**config.mk**
```make
export PLATFORM = sky130hd
export DESIGN_NAME = mem_access_stage_flat
export DESIGN_NICKNAME = d
export VERILOG_FILES = /design/src/rtl/mem_access_stage_if.sv /design/src/rtl/mem_access_stage.sv /design/src/flat_wrapper.sv
export SDC_FILE = /design/constraint.sdc
export NUM_CORES = 1
export LEC_CHECK = 0
export CAP_MARGIN = 5
export CORE_UTILIZATION = 45
export CTS_BUF_LIST = sky130_fd_sc_hd__clkbuf_16
export DETAILED_ROUTE_END_ITERATION = 16
export PLACE_DENSITY = 0.82
export SLEW_MARGIN = 20
export SYNTH_ARGS = -nofsm -noshare
export SYNTH_HDL_FRONTEND = slang
export SYNTH_SLANG_ARGS = --single-unit
```
**constraint.sdc**
```tcl
create_clock -name clk -period 5.6 [get_ports clk]
set_input_delay 1.68 -clock clk [delete_from_list [all_inputs] [get_ports clk]]
set_output_delay 1.68 -clock clk [all_outputs]
set_load 0.005 [all_outputs]
```
**src/rtl/mem_access_stage_if.sv**
```systemverilog
// Data-memory bus between the MEM stage and a variable-latency data memory.
//
// Handshake: the stage raises mem_req for exactly one cycle, together with
// mem_wr/mem_addr/mem_wdata. The memory later answers with a one-cycle
// mem_done pulse, and mem_rdata is valid only in that cycle. At most one
// access is outstanding, so mem_req and mem_done never overlap.
//
// Signals:
//   mem_req   stage -> mem  one-cycle access request
//   mem_wr    stage -> mem  1 = store, 0 = load (valid with mem_req)
//   mem_addr  stage -> mem  byte address (valid with mem_req)
//   mem_wdata stage -> mem  store data (valid with mem_req)
//   mem_rdata mem -> stage  load data (valid with mem_done)
//   mem_done  mem -> stage  one-cycle completion pulse
interface mem_access_stage_if #(
  parameter int DATA_W = 16,
  parameter int ADDR_W = 16
);
  logic              mem_req;
  logic              mem_wr;
  logic [ADDR_W-1:0] mem_addr;
  logic [DATA_W-1:0] mem_wdata;
  logic [DATA_W-1:0] mem_rdata;
  logic              mem_done;

  modport master (
    output mem_req, mem_wr, mem_addr, mem_wdata,
    input  mem_rdata, mem_done
  );

  modport slave (
    input  mem_req, mem_wr, mem_addr, mem_wdata,
    output mem_rdata, mem_done
  );
endinterface

```
**src/rtl/mem_access_stage.sv**
```systemverilog
// MEM-stage access controller between the EX/MEM and MEM/WB registers.
// Issues loads/stores over the mem_access_stage_if bus, stalls upstream while
// an access is outstanding, registers the write-back payload, traps
// misaligned accesses and freezes the pipe after a halt.
//
// Ports:
//   clk, rst          clock; synchronous active-high reset
//   in_*              EX/MEM payload (valid, mem_read, mem_write, addr,
//                     wdata, reg_write, mem_to_reg, halt, wreg)
//   stall             hold EX/MEM and all earlier stages
//   mem               data-memory bus (master side)
//   out_*             MEM/WB payload (valid, reg_write, mem_to_reg, halt,
//                     err, wreg, alu, mem_data)
//   dbg_state         current FSM state (0 IDLE, 1 WAIT, 2 HALTED)
module mem_access_stage #(
  parameter int DATA_W = 16,
  parameter int ADDR_W = 16,
  parameter int REG_W  = 3
) (
  input  logic               clk,
  input  logic               rst,
  input  logic               in_valid,
  input  logic               in_mem_read,
  input  logic               in_mem_write,
  input  logic [ADDR_W-1:0]  in_addr,
  input  logic [DATA_W-1:0]  in_wdata,
  input  logic               in_reg_write,
  input  logic               in_mem_to_reg,
  input  logic               in_halt,
  input  logic [REG_W-1:0]   in_wreg,
  output logic               stall,
  mem_access_stage_if.master mem,
  output logic               out_valid,
  output logic               out_reg_write,
  output logic               out_mem_to_reg,
  output logic               out_halt,
  output logic               out_err,
  output logic [REG_W-1:0]   out_wreg,
  output logic [DATA_W-1:0]  out_alu,
  output logic [DATA_W-1:0]  out_mem_data,
  output logic [1:0]         dbg_state
);

  typedef enum logic [1:0] {
    S_IDLE   = 2'd0,
    S_WAIT   = 2'd1,
    S_HALTED = 2'd2
  } state_t;

  state_t state, state_nx;

  logic mem_op;
  logic misaligned;

  // Copy of the instruction whose access is outstanding; EX/MEM may change
  // underneath us while we wait, so the WB payload comes from here.
  logic              cap_load;
  logic              cap_reg_write;
  logic              cap_mem_to_reg;
  logic              cap_halt;
  logic [REG_W-1:0]  cap_wreg;
  logic [ADDR_W-1:0] cap_addr;

  assign mem_op     = in_valid & (in_mem_read | in_mem_write);
  assign misaligned = in_addr[0];
  assign dbg_state  = state;

  always_comb begin
    state_nx      = state;
    stall         = 1'b0;
    mem.mem_req   = 1'b0;
    // Read and write together is a load, so write only when read is absent.
    mem.mem_wr    = in_mem_write & ~in_mem_read;
    mem.mem_addr  = in_addr;
    mem.mem_wdata = in_wdata;
    case (state)
      S_IDLE: begin
        if (mem_op) begin
          if (!misaligned) begin
            mem.mem_req = 1'b1;
            stall       = 1'b1;
            state_nx    = S_WAIT;
          end else begin
            state_nx = S_HALTED;
          end
        end else if (in_valid && in_halt) begin
          state_nx = S_HALTED;
        end
      end
      S_WAIT: begin
        if (mem.mem_done) begin
          state_nx = cap_halt ? S_HALTED : S_IDLE;
        end else begin
          stall = 1'b1;
        end
      end
      S_HALTED: begin
        stall = 1'b1;
      end
      default: begin
        state_nx = S_IDLE;
      end
    endcase
  end

  always_ff @(posedge clk) begin
    if (rst) begin
      state          <= S_IDLE;
      cap_load       <= 1'b0;
      cap_reg_write  <= 1'b0;
      cap_mem_to_reg <= 1'b0;
      cap_halt       <= 1'b0;
      cap_wreg       <= '0;
      cap_addr       <= '0;
      out_valid      <= 1'b0;
      out_reg_write  <= 1'b0;
      out_mem_to_reg <= 1'b0;
      out_halt       <= 1'b0;
      out_err        <= 1'b0;
      out_wreg       <= '0;
      out_alu        <= '0;
      out_mem_data   <= '0;
    end else begin
      state <= state_nx;
      case (state)
        S_IDLE: begin
          if (mem_op && !misaligned) begin
            cap_load       <= in_mem_read;
            cap_reg_write  <= in_reg_write;
            cap_mem_to_reg <= in_mem_to_reg;
            cap_halt       <= in_halt;
            cap_wreg       <= in_wreg;
            cap_addr       <= in_addr;
            // WB sees a bubble while the access is in flight.
            out_valid      <= 1'b0;
            out_reg_write  <= 1'b0;
            out_mem_to_reg <= 1'b0;
            out_halt       <= 1'b0;
            out_err        <= 1'b0;
            out_wreg       <= '0;
            out_alu        <= '0;
            out_mem_data   <= '0;
          end else if (mem_op) begin
            // Misaligned trap: reported as a halting, non-writing instruction.
            out_valid      <= 1'b1;
            out_reg_write  <= 1'b0;
            out_mem_to_reg <= 1'b0;
            out_halt       <= 1'b1;
            out_err        <= 1'b1;
            out_wreg       <= in_wreg;
            out_alu        <= DATA_W'(in_addr);
            out_mem_data   <= '0;
          end else begin
            out_valid      <= in_valid;
            out_reg_write  <= in_valid & in_reg_write;
            out_mem_to_reg <= in_mem_to_reg;
            out_halt       <= in_valid & in_halt;
            out_err        <= 1'b0;
            out_wreg       <= in_wreg;
            out_alu        <= DATA_W'(in_addr);
            out_mem_data   <= '0;
          end
        end
        S_WAIT: begin
          if (mem.mem_done) begin
            out_valid      <= 1'b1;
            out_reg_write  <= cap_reg_write;
            out_mem_to_reg <= cap_mem_to_reg;
            out_halt       <= cap_halt;
            out_err        <= 1'b0;
            out_wreg       <= cap_wreg;
            out_alu        <= DATA_W'(cap_addr);
            out_mem_data   <= cap_load ? mem.mem_rdata : '0;
          end else begin
            out_valid <= 1'b0;
          end
        end
        S_HALTED: begin
          // halt/err stay visible; nothing further is written back.
          out_valid     <= 1'b0;
          out_reg_write <= 1'b0;
        end
        default: begin
          out_valid <= 1'b0;
        end
      endcase
    end
  end

endmodule

```
**src/flat_wrapper.sv**
```systemverilog
// flat-port wrapper written by rule: the top's interface ports become plain ports
module mem_access_stage_flat 
#(
  parameter int DATA_W = 16,
  parameter int ADDR_W = 16,
  parameter int REG_W  = 3
)
  (clk, rst, in_valid, in_mem_read, in_mem_write, in_addr, in_wdata, in_reg_write, in_mem_to_reg, in_halt, in_wreg, stall, out_valid, out_reg_write, out_mem_to_reg, out_halt, out_err, out_wreg, out_alu, out_mem_data, dbg_state, mem_mem_req, mem_mem_wr, mem_mem_addr, mem_mem_wdata, mem_mem_rdata, mem_mem_done);
  mem_access_stage_if #(.DATA_W(DATA_W), .ADDR_W(ADDR_W)) mem_i ();
  input  logic clk;
  input  logic rst;
  input  logic in_valid;
  input  logic in_mem_read;
  input  logic in_mem_write;
  input  logic [ADDR_W-1:0] in_addr;
  input  logic [DATA_W-1:0] in_wdata;
  input  logic in_reg_write;
  input  logic in_mem_to_reg;
  input  logic in_halt;
  input  logic [REG_W-1:0] in_wreg;
  output logic stall;
  output logic out_valid;
  output logic out_reg_write;
  output logic out_mem_to_reg;
  output logic out_halt;
  output logic out_err;
  output logic [REG_W-1:0] out_wreg;
  output logic [DATA_W-1:0] out_alu;
  output logic [DATA_W-1:0] out_mem_data;
  output logic [1:0] dbg_state;
  output wire logic [$bits(mem_i.mem_req)-1:0] mem_mem_req;
  output wire logic [$bits(mem_i.mem_wr)-1:0] mem_mem_wr;
  output wire logic [$bits(mem_i.mem_addr)-1:0] mem_mem_addr;
  output wire logic [$bits(mem_i.mem_wdata)-1:0] mem_mem_wdata;
  input wire logic [$bits(mem_i.mem_rdata)-1:0] mem_mem_rdata;
  input wire logic [$bits(mem_i.mem_done)-1:0] mem_mem_done;
  assign mem_mem_req = mem_i.mem_req;
  assign mem_mem_wr = mem_i.mem_wr;
  assign mem_mem_addr = mem_i.mem_addr;
  assign mem_mem_wdata = mem_i.mem_wdata;
  assign mem_i.mem_rdata = mem_mem_rdata;
  assign mem_i.mem_done = mem_mem_done;
  mem_access_stage #(.DATA_W(DATA_W), .ADDR_W(ADDR_W), .REG_W(REG_W)) u_core (.clk(clk), .rst(rst), .in_valid(in_valid), .in_mem_read(in_mem_read), .in_mem_write(in_mem_write), .in_addr(in_addr), .in_wdata(in_wdata), .in_reg_write(in_reg_write), .in_mem_to_reg(in_mem_to_reg), .in_halt(in_halt), .in_wreg(in_wreg), .stall(stall), .mem(mem_i), .out_valid(out_valid), .out_reg_write(out_reg_write), .out_mem_to_reg(out_mem_to_reg), .out_halt(out_halt), .out_err(out_err), .out_wreg(out_wreg), .out_alu(out_alu), .out_mem_data(out_mem_data), .dbg_state(dbg_state));
endmodule
```
---- Word level (Yosys, flattened, before mapping) ----
Cells that the tools add are included.
storage, ports and cells
  input port bits ......................... 60
  output and inout port bits .............. 77
  bits in registers ....................... 65
cells by class
  bitwise operators ....................... 7
  reduce and logical (&&, ||, !) cells .... 10
  equality and inequality tests ........... 4
  mux-type cells .......................... 40
operators with widths
  kind                                                   number
  two-way mux 16 bit                                     4
  one-hot mux 16 bit (2 select lines)                    2
  two-way mux 1 bit                                      19
  two-way mux 2 bit                                      5
  one-hot mux 1 bit (2 select lines)                     4
  two-way mux 3 bit                                      2
  one-hot mux 1 bit (3 select lines)                     2
  one-hot mux 2 bit (3 select lines)                     1
  one-hot mux 3 bit (2 select lines)                     1
  AND reduction 2 bit                                    3
  bitwise AND 1 bit                                      4
  inequality test 3 x 1 -> 1 bit, second input constant  1
  AND reduction 3 bit                                    1
  nonzero test 3 bit                                     1
  == test 2 x 1 -> 1 bit, second input constant          1
  == test 2 bit, second input constant                   1
  logical AND 1 bit                                      2
  zero test 2 bit                                        1
  inequality test 2 bit, second input constant           1
  inverter 1 bit                                         2
  nonzero test 2 bit                                     1
  zero test 1 bit                                        1
  OR 1 bit                                               1

---- Longest topological paths before layout ----
  word-level depth ........................ 5
  mapped depth ............................ 7
  mapped depth without buffers ............ 5

---- Least setup slack after synthesis ----
Ideal clock, no wire load.
  kind .................................... input port to output port
  start point ............................. input in_mem_read
  end point ............................... output mem_mem_req
  required time ........................... 3.920 ns
  stages .................................. 4
  data arrival time ....................... 2.381 ns
  buffers on the path ..................... 2
  path slack .............................. 1.539 ns
  path through ............................ buf_2 o21bai_2 clkbuf_1 nor2_1
on the way
  word-level cells in the longest chain between the ends .. 4
ends and longest elaborated chain
  element             RTL line                RTL
  start: declaration  flat_wrapper.sv:13      input logic in_mem_read;
  OR 1 bit            mem_access_stage.sv:64  assign mem_op = in_valid & (in_mem_read | in_mem_write);
  bitwise AND 1 bit   mem_access_stage.sv:64
  two-way mux 1 bit   mem_access_stage.sv:78  if (mem_op) begin
  two-way mux 1 bit   mem_access_stage.sv:76  case (state)
  end: declaration    flat_wrapper.sv:31      output wire logic [$bits(mem_i.mem_req)-1:0] mem_mem_req;
Every way passes these cells.

---- Final worst setup path ----
  start point ............................. input in_valid
  end point ............................... output mem_mem_req
on the way
  word-level cells in the longest chain between the ends .. 3
ends and longest elaborated chain
  element             RTL line                RTL
  start: declaration  flat_wrapper.sv:12      input logic in_valid;
  bitwise AND 1 bit   mem_access_stage.sv:64
  two-way mux 1 bit   mem_access_stage.sv:78
  two-way mux 1 bit   mem_access_stage.sv:76
Every way passes these cells.

==> run summary <==
clock insertion delay at the later pin of the skew report: 320 ps
post-route DRC violation count: 0
most common library cell in the layout ignoring fill and taps: sky130_fd_sc_hd__clkdlybuf4s50_1
largest fanout on the critical path: 26
Reg clk slew, reported paths: 50 ps
main combinational cell family by area after synthesis: compound AO/OA/AOI/OAI gates
global-route total usage across every layer: 21.9%
Post-Route WL: 7990 um
hold_buf cts: 0
synthesized-area fraction occupied by ao, oa, aoi and oai cells: 26.4%
final net count: 494
multiplexer fraction of the synthesized cell area: 1.41%
fill cell instance count of the final layout: 555
Synth Area in Adders: 1.61%
final number of hold-violating endpoints: 0
weighted congestion reported at the end of routability-driven placement: 0.856
count of port buffers added during placement: 104
area of the multi-input gates: 1400 um^2
final clock period utilization by the worst path: 87.8%
leading register cell type out of synthesis: sky130_fd_sc_hd__dfxtp_1
Post-Synth Simple-Gate Area: 15.8%
largest stage delay on the critical path: 600 ps
slack of the worst reg-to-reg path: 3370 ps
synthesized instance count: 374
vias after detailed routing: 2,889
post-synthesis register bit count: 65
normalized max-slew margin: 49.2%
maximum VDD drop: 0.255 mV
terminus of the critical flop-to-flop path: u_core.out_alu[12]$_SDFFE_PP0P_
Total Negative Setup Slacks: 0 ps
clock tree root driver cell: sky130_fd_sc_hd__clkbuf_16
number of max-cap violations: 0
number of ports placed on the die boundary: 137
Cell Chain, Critical Path: clkdlybuf4s50_1 -> nand2_4 -> nor2_1 -> clkdlybuf4s50_1
Num CTS Buffers: 9
highest achievable clock rate: 203 MHz
tightest hold margin: 454 ps
area of the core: 6490 um^2
final core occ: 64.1%
sink count of the clock tree: 65
shortest clock period the worst path allows after layout: 4920 ps
Levels on crit path: 4
initial core utilization: 47.8%
global route total overflow: 0
number of antenna violations at the first check in global routing: 0
standard cell with the maximum stage delay on the critical path: sky130_fd_sc_hd__clkdlybuf4s50_1
Hold Crit Class: reg -> reg
drt first-iter violations: 219
overall power consumption: 1.52 mW
data required time at the worst endpoint: 3920 ps
final setup violation count: 0
unrepaired setup endpoints after global routing: false
capturing element type of the critical path: output port
area taken by flip-flops and latches: 1300 um^2
actual slew at the worst max-slew pin: 762 ps
critical path's most frequent cell: sky130_fd_sc_hd__clkdlybuf4s50_1
vias per cell: 5.64
Leak: 1.49 nW
largest net degree at the start of global routing: 66
count of flip-flops with a built-in enable after synthesis: 0
cell area after synthesis: 3100 um^2
std cell rows: 29
syn nets: 438
top flop regs: u_core.cap_addr: 16 flops, u_core.out_alu: 16 flops, u_core.out_mem_data: 16 flops
fraction of synthesized cell area in xor and xnor cells: 0%
Die ar.: 7230 um^2
die outline width: 85.1 um
die boundary height: 85.1 um
top library cells by usage in the layout, fill and taps aside: sky130_fd_sc_hd__clkdlybuf4s50_1, sky130_fd_sc_hd__dfxtp_1, sky130_fd_sc_hd__o21ai_0
result of the run: finished, final reports clean
library cells used by synthesis: 40
Antenna Cells: 0
Worst Setup SP: in_valid
crit path to: mem_mem_req
length in cells of the worst reg-to-reg path: 7
post-CTS repair timing setup buffer count: 0
critical path launch point type: input pin
TritonCTS clock tree: built
Synthesis Warnings: 0
per-instance average area after synthesis: 8.30 um^2
areal power density over the cells: 364 nW/um^2
final setup slack of the worst path: 681 ps
global-route wire length before repair: 12,600 um
count of pins over their slew limit: 0
WS Path Type: in -> out
area growth from synthesis to layout: 34.2%
DP HPWL: 5120 um
Arrival @ worst endpoint: 3240 ps
number of global-route vias before repair: 2,621
number of instances resized during post-cts repair: 0
buffers from clock root to sink, at most: 2
worst-case clock skew: 3.73 ps
Buf/Inv on CP: 2
source of the worst register-to-register timing path: u_core.dbg_state[1]$_SDFFE_PP0P_
DRT antenna net count: 0
Wirelength per Cell: 15.6 um
kind of cell adding the most delay to the critical path: buffers and inverters
H-tree depth: 3
DR pass1 iterations: 5
fraction of final layout cells with drive strength greater than 1: 5.52%
Synth async-reset ratio: 0%
Setup Slack @ Placement: 681 ps
sequential element share of the synthesized area: 41.9%
-- synthesized netlist by cell type, types with 2 or more instances --
master                     instances  area (um^2)
sky130_fd_sc_hd__a211oi_1         21          158
sky130_fd_sc_hd__a21oi_1          44          220
sky130_fd_sc_hd__a22oi_1          16          120
sky130_fd_sc_hd__buf_2            10         50.1
sky130_fd_sc_hd__buf_4            35          263
sky130_fd_sc_hd__clkbuf_1         18         67.6
sky130_fd_sc_hd__dfxtp_1          65         1300
sky130_fd_sc_hd__ha_1              4         50.1
sky130_fd_sc_hd__inv_1             4         15.0
sky130_fd_sc_hd__nand2_1           5         18.8
sky130_fd_sc_hd__nand2b_1          2         12.5
sky130_fd_sc_hd__nand3_1          23          115
sky130_fd_sc_hd__nor2_1           38          143
sky130_fd_sc_hd__nor2b_1          19          119
sky130_fd_sc_hd__o21ai_0          45          225
-- layout make-up --
cell class | count | area share, %
clock buffers | 9 | 5.41
clock inverters | 7 | 0.691
inverters | 4 | 0.360
multi-input cells | 241 | 33.7
flip-flops and latches | 65 | 31.2
well taps | 77 | 2.31
repair buffers | 109 | 26.3
-- where the power goes --
group	total, mW	switching [mW]	internal [mW]
clock network	0.477	0.188	0.289
logic	0.484	0.253	0.232
registers	0.554	0.0312	0.523
total	1.51	0.471	1.04
-- through the flow --
stage / cell area, um^2 / instances
final: 4170 / 512
after global placement: 3880 / 495
after detailed placement: 3880 / 495
after CTS: 4140 / 511
after global routing: 4170 / 512
after floorplan: 3100 / 374
-- per-layer routing --
metal	track usage [%]	wire length [um]	vias to the layer above
met3	3.40	446	21
met5	0	0	-
li1	-	-	1399
met1	27.8	3430	1357
met2	36.1	3900	112
met4	11.6	213	0
-- how the worst min path moves through the flow --
stage	to	slack [ps]	depth (start not counted)	startpoint
finish	u_core.out_err$_SDFFE_PP0P_	450	2	u_core.out_err$_SDFFE_PP0P_
detailed placement	u_core.out_err$_SDFFE_PP0P_	450	2	u_core.out_err$_SDFFE_PP0P_
floorplan	u_core.cap_load$_SDFFE_PP0P_	450	2	u_core.cap_load$_SDFFE_PP0P_
CTS	u_core.out_err$_SDFFE_PP0P_	460	2	u_core.out_err$_SDFFE_PP0P_
global placement	u_core.out_err$_SDFFE_PP0P_	440	2	u_core.out_err$_SDFFE_PP0P_
global route	u_core.out_err$_SDFFE_PP0P_	480	2	u_core.out_err$_SDFFE_PP0P_
-- worst min-delay path, cell delays in order, from the launching register on --
cell	delay, ps
sky130_fd_sc_hd__dfxtp_1	300
sky130_fd_sc_hd__nand2_1	50
sky130_fd_sc_hd__a21oi_1	50
-- cell families (layout without fill, tap and decap cells) --
family	count (synthesis)	count (layout)
buffers and inverters	68	129
multiplexers	3	3
adder cells (fa/ha/maj)	4	4
flip-flops	65	65
AO/OA/AOI/OAI	137	137
AND/OR/NAND/NOR	97	97
No activity file was read; power rests on OpenSTA's default activity.
